File: src/rtl/piso_tx_sched_pkg.sv
// piso_tx_sched_pkg
//   Shared types and build-time constants for the PISO transmit scheduler.
//
//   Build option:
//     PISO_TX_SCHED_PARITY_EN - when defined, an even-parity bit is appended
//                               after the data bits of every word.
//
//   Contents:
//     state_t    - scheduler FSM states (IDLE, SHIFT, PARITY)
//     PARITY_EN  - 1 when the parity build option is enabled, else 0

package piso_tx_sched_pkg;

  typedef enum logic [1:0] {
    IDLE   = 2'd0,
    SHIFT  = 2'd1,
    PARITY = 2'd2
  } state_t;

`ifdef PISO_TX_SCHED_PARITY_EN
  localparam bit PARITY_EN = 1'b1;
`else
  localparam bit PARITY_EN = 1'b0;
`endif

endpackage : piso_tx_sched_pkg

File: src/rtl/rr_arbiter.sv
// rr_arbiter
//   Round-robin arbiter with an internal priority pointer.  The search for a
//   winner starts one past the last granted index and wraps modulo NUM_REQ.
//   The pointer only moves when the caller reports an actual transfer, so a
//   grant that is not taken does not cost the requester its turn.
//
//   Parameters:
//     NUM_REQ - number of requesters (2..16)
//     IDX_W   - width of the grant index
//
//   Ports:
//     clk    in   clock
//     resetn in   asynchronous active-low reset (requester 0 gets top priority)
//     req    in   NUM_REQ request vector
//     en     in   allow a grant this cycle; grant is all-zero when low
//     adv    in   a transfer happened on the current grant; move the pointer
//     grant  out  one-hot grant (combinational)
//     idx    out  binary index of the granted requester (combinational)

module rr_arbiter
  import piso_tx_sched_pkg::*;
#(
  parameter int NUM_REQ = 4,
  parameter int IDX_W   = $clog2(NUM_REQ)
) (
  input  logic               clk,
  input  logic               resetn,
  input  logic [NUM_REQ-1:0] req,
  input  logic               en,
  input  logic               adv,
  output logic [NUM_REQ-1:0] grant,
  output logic [IDX_W-1:0]   idx
);

  // Index of the most recent winner; the search begins just after it.
  logic [IDX_W-1:0] ptr_p1;

  always_comb begin
    logic found;
    grant = '0;
    idx   = '0;
    found = 1'b0;
    for (int i = 0; i < NUM_REQ; i++) begin
      int j;
      j = int'(ptr_p1) + 1 + i;
      if (j >= NUM_REQ) j = j - NUM_REQ;
      if (en && !found && req[j]) begin
        found    = 1'b1;
        grant[j] = 1'b1;
        idx      = IDX_W'(j);
      end
    end
  end

  // Pointer reset to the last index so the first search starts at 0.
  always_ff @(posedge clk or negedge resetn) begin
    if (!resetn) begin
      ptr_p1 <= IDX_W'(NUM_REQ - 1);
    end else if (adv) begin
      ptr_p1 <= idx;
    end
  end

endmodule : rr_arbiter

File: src/rtl/piso_tx_sched.sv
// piso_tx_sched
//   Round-robin scheduler and sequencer for the parallel-in/serial-out shift
//   path.  Picks one of NUM_REQ word producers, loads its word into the shift
//   register and sends it LSB-first on dout with valid, last and source tags.
//   A new word can be accepted during the final cycle of the current one, so
//   back-to-back words leave no gap on the serial line.
//
//   Build option:
//     PISO_TX_SCHED_PARITY_EN - append one even-parity (XOR) bit per word in a
//                               PARITY cycle; dout_last moves to that cycle and
//                               the accept window moves with it.
//
//   Parameters:
//     DATA_WIDTH - width of each parallel word
//     NUM_REQ    - number of requesters (2..16)
//     SRC_W      - width of the source index
//
//   Ports:
//     clk        in   rising-edge clock
//     resetn     in   asynchronous active-low reset
//     req_valid  in   per-requester word valid
//     req_data   in   packed words, requester i at [i*DATA_WIDTH +: DATA_WIDTH]
//     req_ready  out  one-hot grant; transfer when req_valid[i] & req_ready[i]
//     ser_hold   in   downstream stall, freezes shifting and blocks grants
//     dout       out  serial bit
//     dout_valid out  dout carries a bit this cycle
//     dout_last  out  final bit of the current word
//     dout_src   out  requester index of the word being shifted
//     busy       out  scheduler is not idle

module piso_tx_sched
  import piso_tx_sched_pkg::*;
#(
  parameter int DATA_WIDTH = 16,
  parameter int NUM_REQ    = 4,
  parameter int SRC_W      = $clog2(NUM_REQ)
) (
  input  logic                          clk,
  input  logic                          resetn,
  input  logic [NUM_REQ-1:0]            req_valid,
  input  logic [NUM_REQ*DATA_WIDTH-1:0] req_data,
  output logic [NUM_REQ-1:0]            req_ready,
  input  logic                          ser_hold,
  output logic                          dout,
  output logic                          dout_valid,
  output logic                          dout_last,
  output logic [SRC_W-1:0]              dout_src,
  output logic                          busy
);

  localparam int CNT_W = (DATA_WIDTH > 1) ? $clog2(DATA_WIDTH) : 1;
  localparam logic [CNT_W-1:0] CNT_LAST = CNT_W'(DATA_WIDTH - 1);

`ifdef PISO_TX_SCHED_PARITY_EN
  function automatic logic even_parity(input logic [DATA_WIDTH-1:0] w);
    return ^w;
  endfunction
`endif

  state_t                  state_p1;
  logic [DATA_WIDTH-1:0]   shreg_p1;
  logic [CNT_W-1:0]        cnt_p1;
  logic [SRC_W-1:0]        src_p1;
`ifdef PISO_TX_SCHED_PARITY_EN
  logic                    par_p1;
`endif

  logic                    at_last_bit;
  logic                    accept_win;
  logic                    arb_en;
  logic                    transfer;
  logic [NUM_REQ-1:0]      grant;
  logic [SRC_W-1:0]        gidx;
  logic [DATA_WIDTH-1:0]   word_p0;
  logic                    vld_p1;

  // ---- stage p0: arbitration and word selection ----
  // Without parity the last data bit is the hand-off cycle; with parity the
  // PARITY cycle is.  ser_hold blocks every grant so the line never advances
  // while the driver is stalled.
  assign at_last_bit = (state_p1 == SHIFT) && (cnt_p1 == CNT_LAST);
  assign accept_win  = (state_p1 == IDLE)
                     || (!PARITY_EN && at_last_bit)
                     || (state_p1 == PARITY);
  assign arb_en      = accept_win && !ser_hold;

  rr_arbiter #(
    .NUM_REQ (NUM_REQ),
    .IDX_W   (SRC_W)
  ) u_arb (
    .clk    (clk),
    .resetn (resetn),
    .req    (req_valid),
    .en     (arb_en),
    .adv    (transfer),
    .grant  (grant),
    .idx    (gidx)
  );

  // req_ready depends on req_valid and state only; req_data feeds registers.
  assign req_ready = grant;
  assign transfer  = |(req_valid & grant);
  assign word_p0   = req_data[int'(gidx)*DATA_WIDTH +: DATA_WIDTH];

  // ---- stage p1: shift register, bit counter, FSM ----
  always_ff @(posedge clk or negedge resetn) begin
    if (!resetn) begin
      state_p1 <= IDLE;
      shreg_p1 <= '0;
      cnt_p1   <= '0;
      src_p1   <= '0;
    end else if (!ser_hold) begin
      if (transfer) begin
        shreg_p1 <= word_p0;
        cnt_p1   <= '0;
        src_p1   <= gidx;
        state_p1 <= SHIFT;
      end else begin
        case (state_p1)
          SHIFT: begin
            shreg_p1 <= shreg_p1 >> 1;
            if (cnt_p1 == CNT_LAST) begin
              cnt_p1   <= '0;
`ifdef PISO_TX_SCHED_PARITY_EN
              state_p1 <= PARITY;
`else
              state_p1 <= IDLE;
`endif
            end else begin
              cnt_p1 <= cnt_p1 + 1'b1;
            end
          end
`ifdef PISO_TX_SCHED_PARITY_EN
          PARITY: state_p1 <= IDLE;
`endif
          default: ;
        endcase
      end
    end
  end

`ifdef PISO_TX_SCHED_PARITY_EN
  // Parity is taken from the word as loaded, not recomputed while shifting.
  always_ff @(posedge clk or negedge resetn) begin
    if (!resetn) begin
      par_p1 <= 1'b0;
    end else if (!ser_hold && transfer) begin
      par_p1 <= even_parity(word_p0);
    end
  end
`endif

  // ---- output decode from p1 registers ----
  assign vld_p1 = (state_p1 != IDLE);

  always_comb begin
    dout      = 1'b0;
    dout_last = 1'b0;
    case (state_p1)
      SHIFT: begin
        dout      = shreg_p1[0];
        dout_last = !PARITY_EN && (cnt_p1 == CNT_LAST);
      end
`ifdef PISO_TX_SCHED_PARITY_EN
      PARITY: begin
        dout      = par_p1;
        dout_last = 1'b1;
      end
`endif
      default: ;
    endcase
  end

  assign dout_valid = vld_p1;
  assign busy       = vld_p1;
  assign dout_src   = src_p1;

endmodule : piso_tx_sched

File: config.mk
export PLATFORM = sky130hd
export DESIGN_NAME = piso_tx_sched
export DESIGN_NICKNAME = d
export VERILOG_FILES = /design/src/rtl/piso_tx_sched_pkg.sv /design/src/rtl/rr_arbiter.sv /design/src/rtl/piso_tx_sched.sv
export SDC_FILE = /design/constraint.sdc
export NUM_CORES = 1
export LEC_CHECK = 0
export BUFFER_PORTS_ARGS = -buffer_cell sky130_fd_sc_hd__buf_2
export CORE_MARGIN = 2
export CORE_UTILIZATION = 52
export CTS_BUF_LIST = sky130_fd_sc_hd__clkbuf_4 sky130_fd_sc_hd__clkbuf_8
export DETAILED_ROUTE_END_ITERATION = 10
export PLACE_DENSITY = 0.92
export SYNTH_ARGS = -nofsm -noshare
export SYNTH_HDL_FRONTEND = slang
export SYNTH_SLANG_ARGS = --single-unit
File: constraint.sdc
create_clock -name clk -period 4.3 [get_ports clk]
set_input_delay 0 -clock clk [delete_from_list [all_inputs] [get_ports clk]]
set_output_delay 0 -clock clk [all_outputs]
set_load 0.01 [all_outputs]
# --- After elaboration in Yosys (flattened, before gate mapping) ---
# Cells that the tools add are included.
# W data, S select, Z words.
word_totals:
  inputBits: 71
  out_inout_bits: 10
  register_bits: 26
  word_cells: 107
op_classes:
  shift: 1
  bitwise: 5
  n_reduce_logical: 27
  n_mux: 45
  n_lt_le_gt_ge: 12
  eq_ne: 3
  n_addsub: 9
ops:
  columns: ["cell", "count"]
  rows:
  - ["$ge A32 B1 Y1 const B", 4]
  - ["$lt A32 B4 Y1 const B", 4]
  - ["$mux W32", 4]
  - ["$ge A32 B4 Y1 const B", 3]
  - ["$sub A32 B4 Y32 const B", 3]
  - ["$add A32 B3 Y32 const B", 2]
  - ["$shiftx A64 B7 Y16", 1]
  - ["$add A32 B2 Y32 const B", 1]
  - ["$mux W16", 2]
  - ["$mux W4", 7]
  - ["$mux W1", 17]
  - ["$mux W2", 7]
  - ["$logic_and A1 B1 Y1", 13]
  - ["$or A4 B4 Y4", 3]
  - ["$bmux W1 S2", 4]
  - ["$demux W1 S2", 4]
  - ["$reduce_bool A2 Y1", 3]
  - ["$add A4 B1 Y4 const B", 1]
  - ["$and A4 B4 Y4", 1]
  - ["$eq A4 B4 Y1 const B", 1]
  - ["$logic_not A1 Y1", 4]
  - ["$reduce_and A2 Y1", 2]
  - ["$reduce_or A4 Y1", 1]
  - ["$sub A3 B3 Y4 const B", 1]
  - ["8 further kinds", 9]

# --- Depth between registers and ports, before layout ---
# Gate-level depths: netlist of run 1.
depth:
  depth_word: 24
  ltp_mapped: 12
  mapped_depth_nobuf: 8

# --- Hierarchy ---
# Synthesis of run 1 repeated with hierarchy kept, for this count alone.
hier_totals:
  cells_unflattened: 277
  area_unflattened_um2: 2565.0
modules_own_cells:
  columns: ["module", "cells_per_inst", "n_inst", "seq_area_each_um2", "area_each_um2"]
  rows:
  - ["piso_tx_sched", 197, 1, 575.6, 1890.6]
  - ["rr_arbiter", 80, 1, 52.6, 674.4]

# --- Least setup slack after synthesis of run 1 ---
# OpenSTA, ideal clock, no wires.
synth_timing:
  path_kind: "register to register"
  startpoint: "register u_arb.ptr_p1[0]"
  endpoint: "register u_arb.ptr_p1[1]"
  stages_incl_launch_ff: 12
  setup_ps: 76
  arrival_ps: 3389
  required_time_ps: 4224
  path_buffers: 3
  setup_slack_ps: 835
  synth_period_minus_slack_ps: 3465
  path_cell_list: "dfstp_2 buf_2 inv_1 ha_1 buf_2 mux2_2 and3_1 o31a_1 a32o_2 nor4_4 buf_6 mux2i_1"
synth_via:
  elab_chain_len: 22
  elab_cells_between_ends: 74
  cone_classes: "add/sub (8); order compare (12); mux (35); bitwise (4); reduce/logical (15)"
synth_lines:
  columns: ["item", "line_no", "source"]
  rows:
  - ["from (decl)", "rr_arbiter.sv:36", "logic [IDX_W-1:0] ptr_p1;"]
  - ["from (signal assigned)", "rr_arbiter.sv:58", "ptr_p1 <= IDX_W'(NUM_REQ - 1);"]
  - ["from (signal assigned)", "rr_arbiter.sv:60", "ptr_p1 <= idx;"]
  - ["$add A2 B1 Y3 (*)", "rr_arbiter.sv:45", "j = int'(ptr_p1) + 1 + i;"]
  - ["branches (longest 21 deep; another with $add A32 B2 Y32)", null, null]
# Mark *: on every way between the ends. The select of a mux whose other input is x is not followed.
# A chain may end at the register's enable or synchronous reset.

# --- Final worst setup path of run 1 ---
layout_timing:
  startpoint: "register u_arb.ptr_p1[0]"
  endpoint: "register u_arb.ptr_p1[0]"
# Same word-level chain as after synthesis.

==> results of run 1 <==
critical path, cell delays in order, from the launching register on:
cell and delay [ns]:
dfstp_2 0.73, inv_1 0.23, ha_1 0.54, mux4_2 0.64, o31a_1 0.35, a32o_2 0.29
nor4_4 0.25, buf_4 0.38, mux2i_1 0.29
flip-flops by register name, indices dropped and copies added (netlist names):
register      flops
shreg_p1         16
cnt_p1            4
dout_src          2
state_p1          1
u_arb.ptr_p1      2
synth_stat cells (2+ instances only):
library cell	number	area, um^2
nand3_1	2	10.0
a31oi_1	2	12.5
o21ai_0	11	55.1
or3b_2	2	17.5
clkbuf_1	7	26.3
nand2b_1	3	18.8
a21boi_0	3	22.5
mux2i_1	68	681
nand2_1	13	48.8
nor2_1	6	22.5
mux2_2	18	203
dfstp_2	2	52.6
a22oi_1	5	37.5
and2_1	5	31.3
buf_2	4	20.0
a21o_1	2	15.0
nor2b_1	3	18.8
a21oi_1	6	30.0
ha_1	8	100
dfrtp_1	23	576
mux4_2	2	45.0
nand4_1	2	12.5
a22o_1	2	17.5
nand3b_1	2	15.0
buf_6	3	33.8
o211ai_1	3	22.5
inv_1	5	18.8
repair_timing:
item                                   CTS  global route
hold buffers                             1             0
endpoints found under the hold margin   23             0
buffers inserted                         0             0
how the worst max path moves through the flow:
stage | startpoint | to | slack (ns) | cells past startpoint
3_5_place_dp | u_arb.ptr_p1[0] | u_arb.ptr_p1[0] | 0.58 | 8
6_report | u_arb.ptr_p1[0] | u_arb.ptr_p1[0] | 0.50 | 8
5_1_grt | u_arb.ptr_p1[0] | u_arb.ptr_p1[0] | 0.31 | 8
2_1_floorplan | u_arb.ptr_p1[0] | u_arb.ptr_p1[1] | 0.84 | 11
3_3_place_gp | u_arb.ptr_p1[0] | u_arb.ptr_p1[1] | 0.72 | 8
4_1_cts | u_arb.ptr_p1[0] | u_arb.ptr_p1[0] | 0.54 | 8
layout make-up:
type                    instances  area, um^2
fillers                       357        1560
well taps                      52        65.1
repair buffers                 84         433
inverters                       5        18.8
flip-flops and latches         25         628
multi-input cells             181        1570
clock buffers                   4        48.8
cell usage in the layout, fill, tap and decap left out, drive strengths merged, types with 2 or more instances in the layout:
cell     count
nand3        2
inv          5
buf         83
dfrtp       23
o211ai       3
and2         5
nand2b       3
a2111oi      2
mux2        18
nand2       13
or3b         2
nor2b        3
clkbuf       4
nand4        2
ha           8
a21boi       3
a22o         2
a21oi        6
nor2         6
mux2i       68
nand3b       2
dfstp        2
mux4         2
a21o         2
o21ai       11
a22oi        5
a31oi        2
power by group:
| group | internal, mW | total, mW | leakage [nW] | switching [mW] |
|---|---|---|---|---|
| Sequential | 0.341 | 0.431 | 0.313 | 0.0905 |
| Clock | 0.0725 | 0.146 | 0.0262 | 0.0735 |
| Combinational | 0.347 | 0.718 | 1.29 | 0.371 |
layer usage:
metal | GRT usage | vias to the layer above | wire length (um)
met5 | 0 | - | 0
met4 | 0.0461 | 0 | 86
met3 | 0.0356 | 13 | 331
met2 | 0.408 | 87 | 2790
met1 | 0.264 | 936 | 2150
li1 | - | 985 | -
cell families after synthesis:
kind of cell               share of synthesized area
DFF                                            0.272
and+or+nand+nor                                0.104
muxes                                          0.402
adders and majority gates                     0.0434
xor gates and xnor gates                     0.00379
buffers and inverters                         0.0477
AOI/OAI and AO/OA                              0.127
==> flow_summary.ini, run 1 <==
[status]
outcome = finished, final reports clean

[worst_setup_path]
cp_max_fo = 25
required_ns = 4.48
worstReg2RegEnd = u_arb.ptr_p1[0]
worst_setup_path_end_kind = flop
timing.rr.start = u_arb.ptr_p1[0]
ff2ff_path_depth = 8
ff2ff_setup_slack_ns = 0.50
critPathArrivalTime_ns = 3.98
start_kind = flop
crit_type = reg2reg

[clock_tree]
htreeDepth = 1
cts_tree = built
clockBufferDepth = 2
clkTransAtPathRegs_ns = 0.08
clkSinkCount = 25
cts_resized = 0
root_buffer = clkbuf_8
cts_buffers = 3
clock_latency_ns = 0.27

[timing]
fin_ws_ns = 0.498
fin_setup_tns_ns = 0
drv_slew = 0
fmax_mhz = 263
post-route-period-util = 0.884
hold-worst-slack_ns = 0.0707
skew_ns = 0.00586
rsz0062_at_grt = no
tightest_slew_ns = 1.01
period_needed_ns = 3.80
slew_headroom = 0.310
hold_violations = 0
setup_viol_count_final = 0

[synthesis]
synth_top_flop_cell = dfrtp_1
syn_inst = 227
ys_seq_area_frac = 0.272
ys.warnings.count = 0
syn-num-nets = 306
ys_ff_latch = 25
async_flop_share = 1.00
synth.distinct_cells = 42
syn_area_mm2 = 0.00231
syn_area_per_cell_um2 = 10.2
synth_edf_count = 0

[floorplan]
die_x_um = 70.6
initial_utilization = 0.534
die_h_um = 70.6
coreArea_mm2 = 0.00432
fp.dieArea_mm2 = 0.00499
io_pins = 81
rows = 24

[layout]
fin_nets = 379
final_cells = 351
layout-drive-gt1-share = 0.381
finalInstanceArea_mm2 = 0.00276
antenna_cells = 0
post-route-util = 0.639
area_growth_pct = 19.7

[detailed_routing]
avgRoutedWirePerCell_um = 15.3
drc = 0
drt_iter0_drc = 107
ant_nets = 0
drt-pass1-iter-count = 4
vias = 2021
wl_mm = 5.36
viasPerCell = 5.76

[worst_hold_path]
holdCritPathClass = in2reg
min_path_cells = 3
hold_start = ser_hold
hold_end = state_p1[0]

[flow_run]
maxCapViolations = 0

[grt]
antenna_found_initial = 0
grt_pass1_wl_mm = 8.99
grt_max_degree = 35
grt_overflow = 0
grt_pass1_vias = 1956
grt_use_total = 0.218

[placement]
dpl.hpwl_mm = 4.12
pre_cts_slack_ns = 0.579
gp_congestion = 0.953
port_buffers = 80
dp_cells = 346
place_area_mm2 = 0.00271

[pwr]
irDropWorstVdd_mv = 0.260
p_leak_nw = 1.63
power_density_mw_per_mm2 = 468
p_total_mw = 1.29
Power figures use the tool's default switching activity.
==> run 2: changes to the inputs <==
PLACE_DENSITY = 0.9   (was 0.92)
==> flow_summary.ini, run 2 (synthesized netlist as in run 1, its figures left out) <==
[timing]
post-route-period-util = 0.873
slew_headroom = 0.334
fin_setup_tns_ns = 0
drv_slew = 0
fmax_mhz = 266
skew_ns = 0.00444
period_needed_ns = 3.76
setup_viol_count_final = 0
hold_violations = 0
rsz0062_at_grt = no
tightest_slew_ns = 1.00

[layout]
fin_nets = 379
largest_register_ffs = 16
antenna_cells = 0
area_growth_pct = 19.7
layout-drive-gt1-share = 0.381
top_regs = shreg_p1 x16, cnt_p1 x4
top_register = shreg_p1
post-route-util = 0.639
layout_common_cells = buf_2 (80), mux2i_1 (68), dfrtp_1 (23), mux2_2 (18), nand2_1 (13)
layout_commonest_cell = buf_2
final_cells = 351
nFillCells = 368

[clock_tree]
holdBufCountCts = 1
cts_resized = 0
clock_latency_ns = 0.27
htreeDepth = 1
clkTransAtPathRegs_ns = 0.09
cts_buffers = 3
cts_tree = built
clockBufferDepth = 2
post-cts-setup-buffers = 0
clkSinkCount = 25
root_buffer = clkbuf_8

[pwr]
irDropWorstVdd_mv = 0.258
p_total_mw = 1.29
p_leak_nw = 1.63
power_density_mw_per_mm2 = 467

[floorplan]
die_h_um = 70.6
die_x_um = 70.6
coreArea_mm2 = 0.00432
fp.dieArea_mm2 = 0.00499
rows = 24
initial_utilization = 0.534
io_pins = 81

[worst_hold_path]
hold_end = state_p1[0]
holdCritPathClass = in2reg
hold_start = ser_hold
min_path_cells = 3

[grt]
grt_use_total = 0.208
grt_pass1_vias = 1915
antenna_found_initial = 0
grt_overflow = 0
grt_max_degree = 35
grt_pass1_wl_mm = 8.56

[detailed_routing]
ant_nets = 0
drt-pass1-iter-count = 4
wl_mm = 5.13
drt_iter0_drc = 143
viasPerCell = 5.77
drc = 0
avgRoutedWirePerCell_um = 14.6
vias = 2025

[placement]
dpl.hpwl_mm = 3.84
port_buffers = 80
gp_congestion = 0.906
dp_cells = 346

[worst_setup_path]
ff2ff_setup_slack_ns = 0.54
required_ns = 4.49
worst_setup_path_end_kind = flop
ff2ff_path_depth = 8
critPathArrivalTime_ns = 3.95
start_kind = flop
worstReg2RegEnd = shreg_p1[12]
crit_type = reg2reg
timing.rr.start = u_arb.ptr_p1[0]
cp_max_fo = 25

[flow_run]
maxCapViolations = 0

[status]
outcome = finished, final reports clean
==> run 2: metrics by stage <==
stage / area, um^2 / hold WS, ns / setup WS (ns)
CTS: 2760 / 0.0535 / 0.533
global placement: 2710 / 0.00529 / 0.728
global route: 2760 / 0.0659 / 0.355
floorplan: 2310 / -0.296 / 0.835
detailed placement: 2710 / 0.0108 / 0.563
finish: 2760 / 0.0722 / 0.545
==> run 2: how the worst max path moves through the flow <==
| stage | from | endpoint | slack, ns |
|---|---|---|---|
| 2_1_floorplan | u_arb.ptr_p1[0] | u_arb.ptr_p1[1] | 0.84 |
| 5_1_grt | u_arb.ptr_p1[0] | shreg_p1[2] | 0.36 |
| 4_1_cts | u_arb.ptr_p1[0] | shreg_p1[12] | 0.53 |
| 3_3_place_gp | u_arb.ptr_p1[0] | u_arb.ptr_p1[0] | 0.73 |
| 3_5_place_dp | u_arb.ptr_p1[0] | shreg_p1[12] | 0.56 |
| 6_report | u_arb.ptr_p1[0] | shreg_p1[12] | 0.54 |
==> run 2: area by class of cell <==
| type | instances | area (um^2) | area share |
|---|---|---|---|
| inverters | 5 | 18.8 | 0.00679 |
| clock inverters | 1 | 7.51 | 0.00272 |
| repair buffers | 84 | 433 | 0.157 |
| flip-flops and latches | 25 | 628 | 0.227 |
| well taps | 52 | 65.1 | 0.0235 |
| multi-input cells | 181 | 1570 | 0.568 |
| clock buffers | 3 | 41.3 | 0.0149 |
==> run 2: worst max-delay path, stage by stage, from the launching register on <==
cell,delay (ns)
dfstp_2,0.73
inv_1,0.22
ha_1,0.53
mux4_2,0.65
o31a_1,0.35
a32o_2,0.29
nor4_4,0.24
buf_4,0.38
mux2i_1,0.26
==> run 2: per-layer routing <==
layer	GRT usage	vias up	share of wire
met1	0.265	954	0.43
met2	0.368	75	0.51
li1	-	988	-
met5	0	-	0
met4	0.0629	0	0.013
met3	0.0271	8	0.050
==> run 2: power breakdown <==
group	internal [mW]	total [mW]	switching (mW)
logic	0.346	0.716	0.369
registers	0.341	0.431	0.0899
clock network	0.0658	0.144	0.0779
total	0.753	1.29	0.537
==> run 3: changes to the inputs <==
CORE_UTILIZATION = 47   (was 52)
PLACE_DENSITY = 0.86   (was 0.9)
clock period = 3.45 ns   (was 4.3 ns; I/O delays follow)
==> flow_summary.ini, run 3 (synthesized netlist as in run 1, its figures left out) <==
[floorplan]
rows = 25
die_h_um = 74.1
initial_utilization = 0.489
coreArea_mm2 = 0.00472
die_x_um = 74.1
fp.dieArea_mm2 = 0.00549
io_pins = 81

[layout]
area_growth_pct = 22.1
layout_commonest_cell = buf_2
finalInstanceArea_mm2 = 0.00282
layout-drive-gt1-share = 0.391
top_register = shreg_p1
antenna_cells = 0
fin_nets = 382
nFillCells = 407
layout_common_cells = buf_2 (80), mux2i_1 (68), dfrtp_1 (23), mux2_2 (18), nand2_1 (13)
top_regs = shreg_p1 x16, cnt_p1 x4
largest_register_ffs = 16

[worst_setup_path]
cp_max_fo = 25
crit_type = reg2reg
max_stage_delay_ns = 0.63
critPathSlowestCell = mux4_2
critPathArrivalTime_ns = 3.37
required_ns = 3.63
worstPathCellList = inv_1, ha_2, mux4_2, o31a_1, a32o_2, nor4_4, buf_12, a21boi_0
start_kind = flop
crit_family = compound AO/OA/AOI/OAI gates
path_buf_inv = 2
worst_setup_path_end_kind = flop

[clock_tree]
cts_tree = built
clkSinkCount = 25
htreeDepth = 1
root_buffer = clkbuf_8
clkTransAtPathRegs_ns = 0.08
clockBufferDepth = 2
cts_buffers = 3
post-cts-setup-buffers = 0
clock_latency_ns = 0.27

[timing]
setup_viol_count_final = 0
fmax_mhz = 313
hold-worst-slack_ns = 0.0686
drv_slew = 0
slew_headroom = 0.338
skew_ns = 0.00519
fin_ws_ns = 0.255
tightest_slew_ns = 0.993
fin_setup_tns_ns = 0
period_needed_ns = 3.20
hold_violations = 0
post-route-period-util = 0.926
rsz0062_at_grt = no

[grt]
grt_pass1_vias = 1917
grt_use_total = 0.191
grt_max_degree = 35
grt_pass1_wl_mm = 8.42
antenna_found_initial = 0
grt_overflow = 0

[detailed_routing]
drt-pass1-iter-count = 5
viasPerCell = 5.37
avgRoutedWirePerCell_um = 13.6
drt_iter0_drc = 189
ant_nets = 0
vias = 1983
wl_mm = 5.00
drc = 0

[pwr]
irDropWorstVdd_mv = 0.292
power_density_mw_per_mm2 = 577
p_leak_nw = 1.65
p_total_mw = 1.63

[placement]
dpl.hpwl_mm = 3.85
pre_cts_slack_ns = 0.197
port_buffers = 80
place_area_mm2 = 0.00276
gp_congestion = 0.924

[status]
outcome = finished, final reports clean

[worst_hold_path]
holdCritPathClass = in2reg

[flow_run]
maxCapViolations = 0
run 3: what timing repair did:
item                                    4_1_cts  5_1_grt
resized for setup                             0        1
endpoints found under the hold margin        23        0
endpoints found under the setup margin        0        5
hold buffers                                  1        0
run 3: area by class of cell:
class / count / area (um^2) / area share
repair buffers: 87 / 468 / 0.166
clock inverters: 1 / 5.00 / 0.00178
flip-flops and latches: 25 / 628 / 0.223
multi-input cells: 181 / 1570 / 0.558
clock buffers: 3 / 41.3 / 0.0147
well taps: 67 / 83.8 / 0.0298
inverters: 5 / 18.8 / 0.00666
run 3: layer usage:
layer / up-vias / track usage / share of wire
li1: 993 / - / -
met2: 87 / 0.336 / 0.49
met3: 4 / 0.0217 / 0.066
met4: 0 / 0.0505 / 0.0078
met1: 899 / 0.250 / 0.44
met5: - / 0 / 0
run 3: per-stage QoR:
stage                      util  std cells
after floorplan               -        227
after global placement    0.584        364
after detailed placement  0.584        364
after CTS                 0.596        369
final                     0.597        369
after global routing      0.597        369
run 3: report_power, final:
group / internal [mW] / switching, mW / leakage [nW]
Clock: 0.0807 / 0.0902 / 0.0255
Sequential: 0.424 / 0.0831 / 0.313
Combinational: 0.459 / 0.489 / 1.31
Total: 0.963 / 0.662 / 1.65
run 3: path summary, 6_finish.rpt:
kind | start | to | slack (ns) | cells after the start
worst max-delay path | u_arb.ptr_p1[1] | cnt_p1[1] | 0.25 | 8
worst min-delay path | ser_hold | state_p1[0] | 0.07 | 3
worst max register to register | u_arb.ptr_p1[1] | cnt_p1[1] | 0.25 | 8
worst min register to register | dout_src[0] | dout_src[0] | 0.53 | 2
max in group asynchronous | resetn | u_arb.ptr_p1[1] | 2.83 | 2
min in group asynchronous | resetn | shreg_p1[13] | 0.24 | 2
run 3: worst min-delay path: stages:
cell and delay, ns:
buf_2 0.12, o21ai_0 0.11, nand2_1 0.07
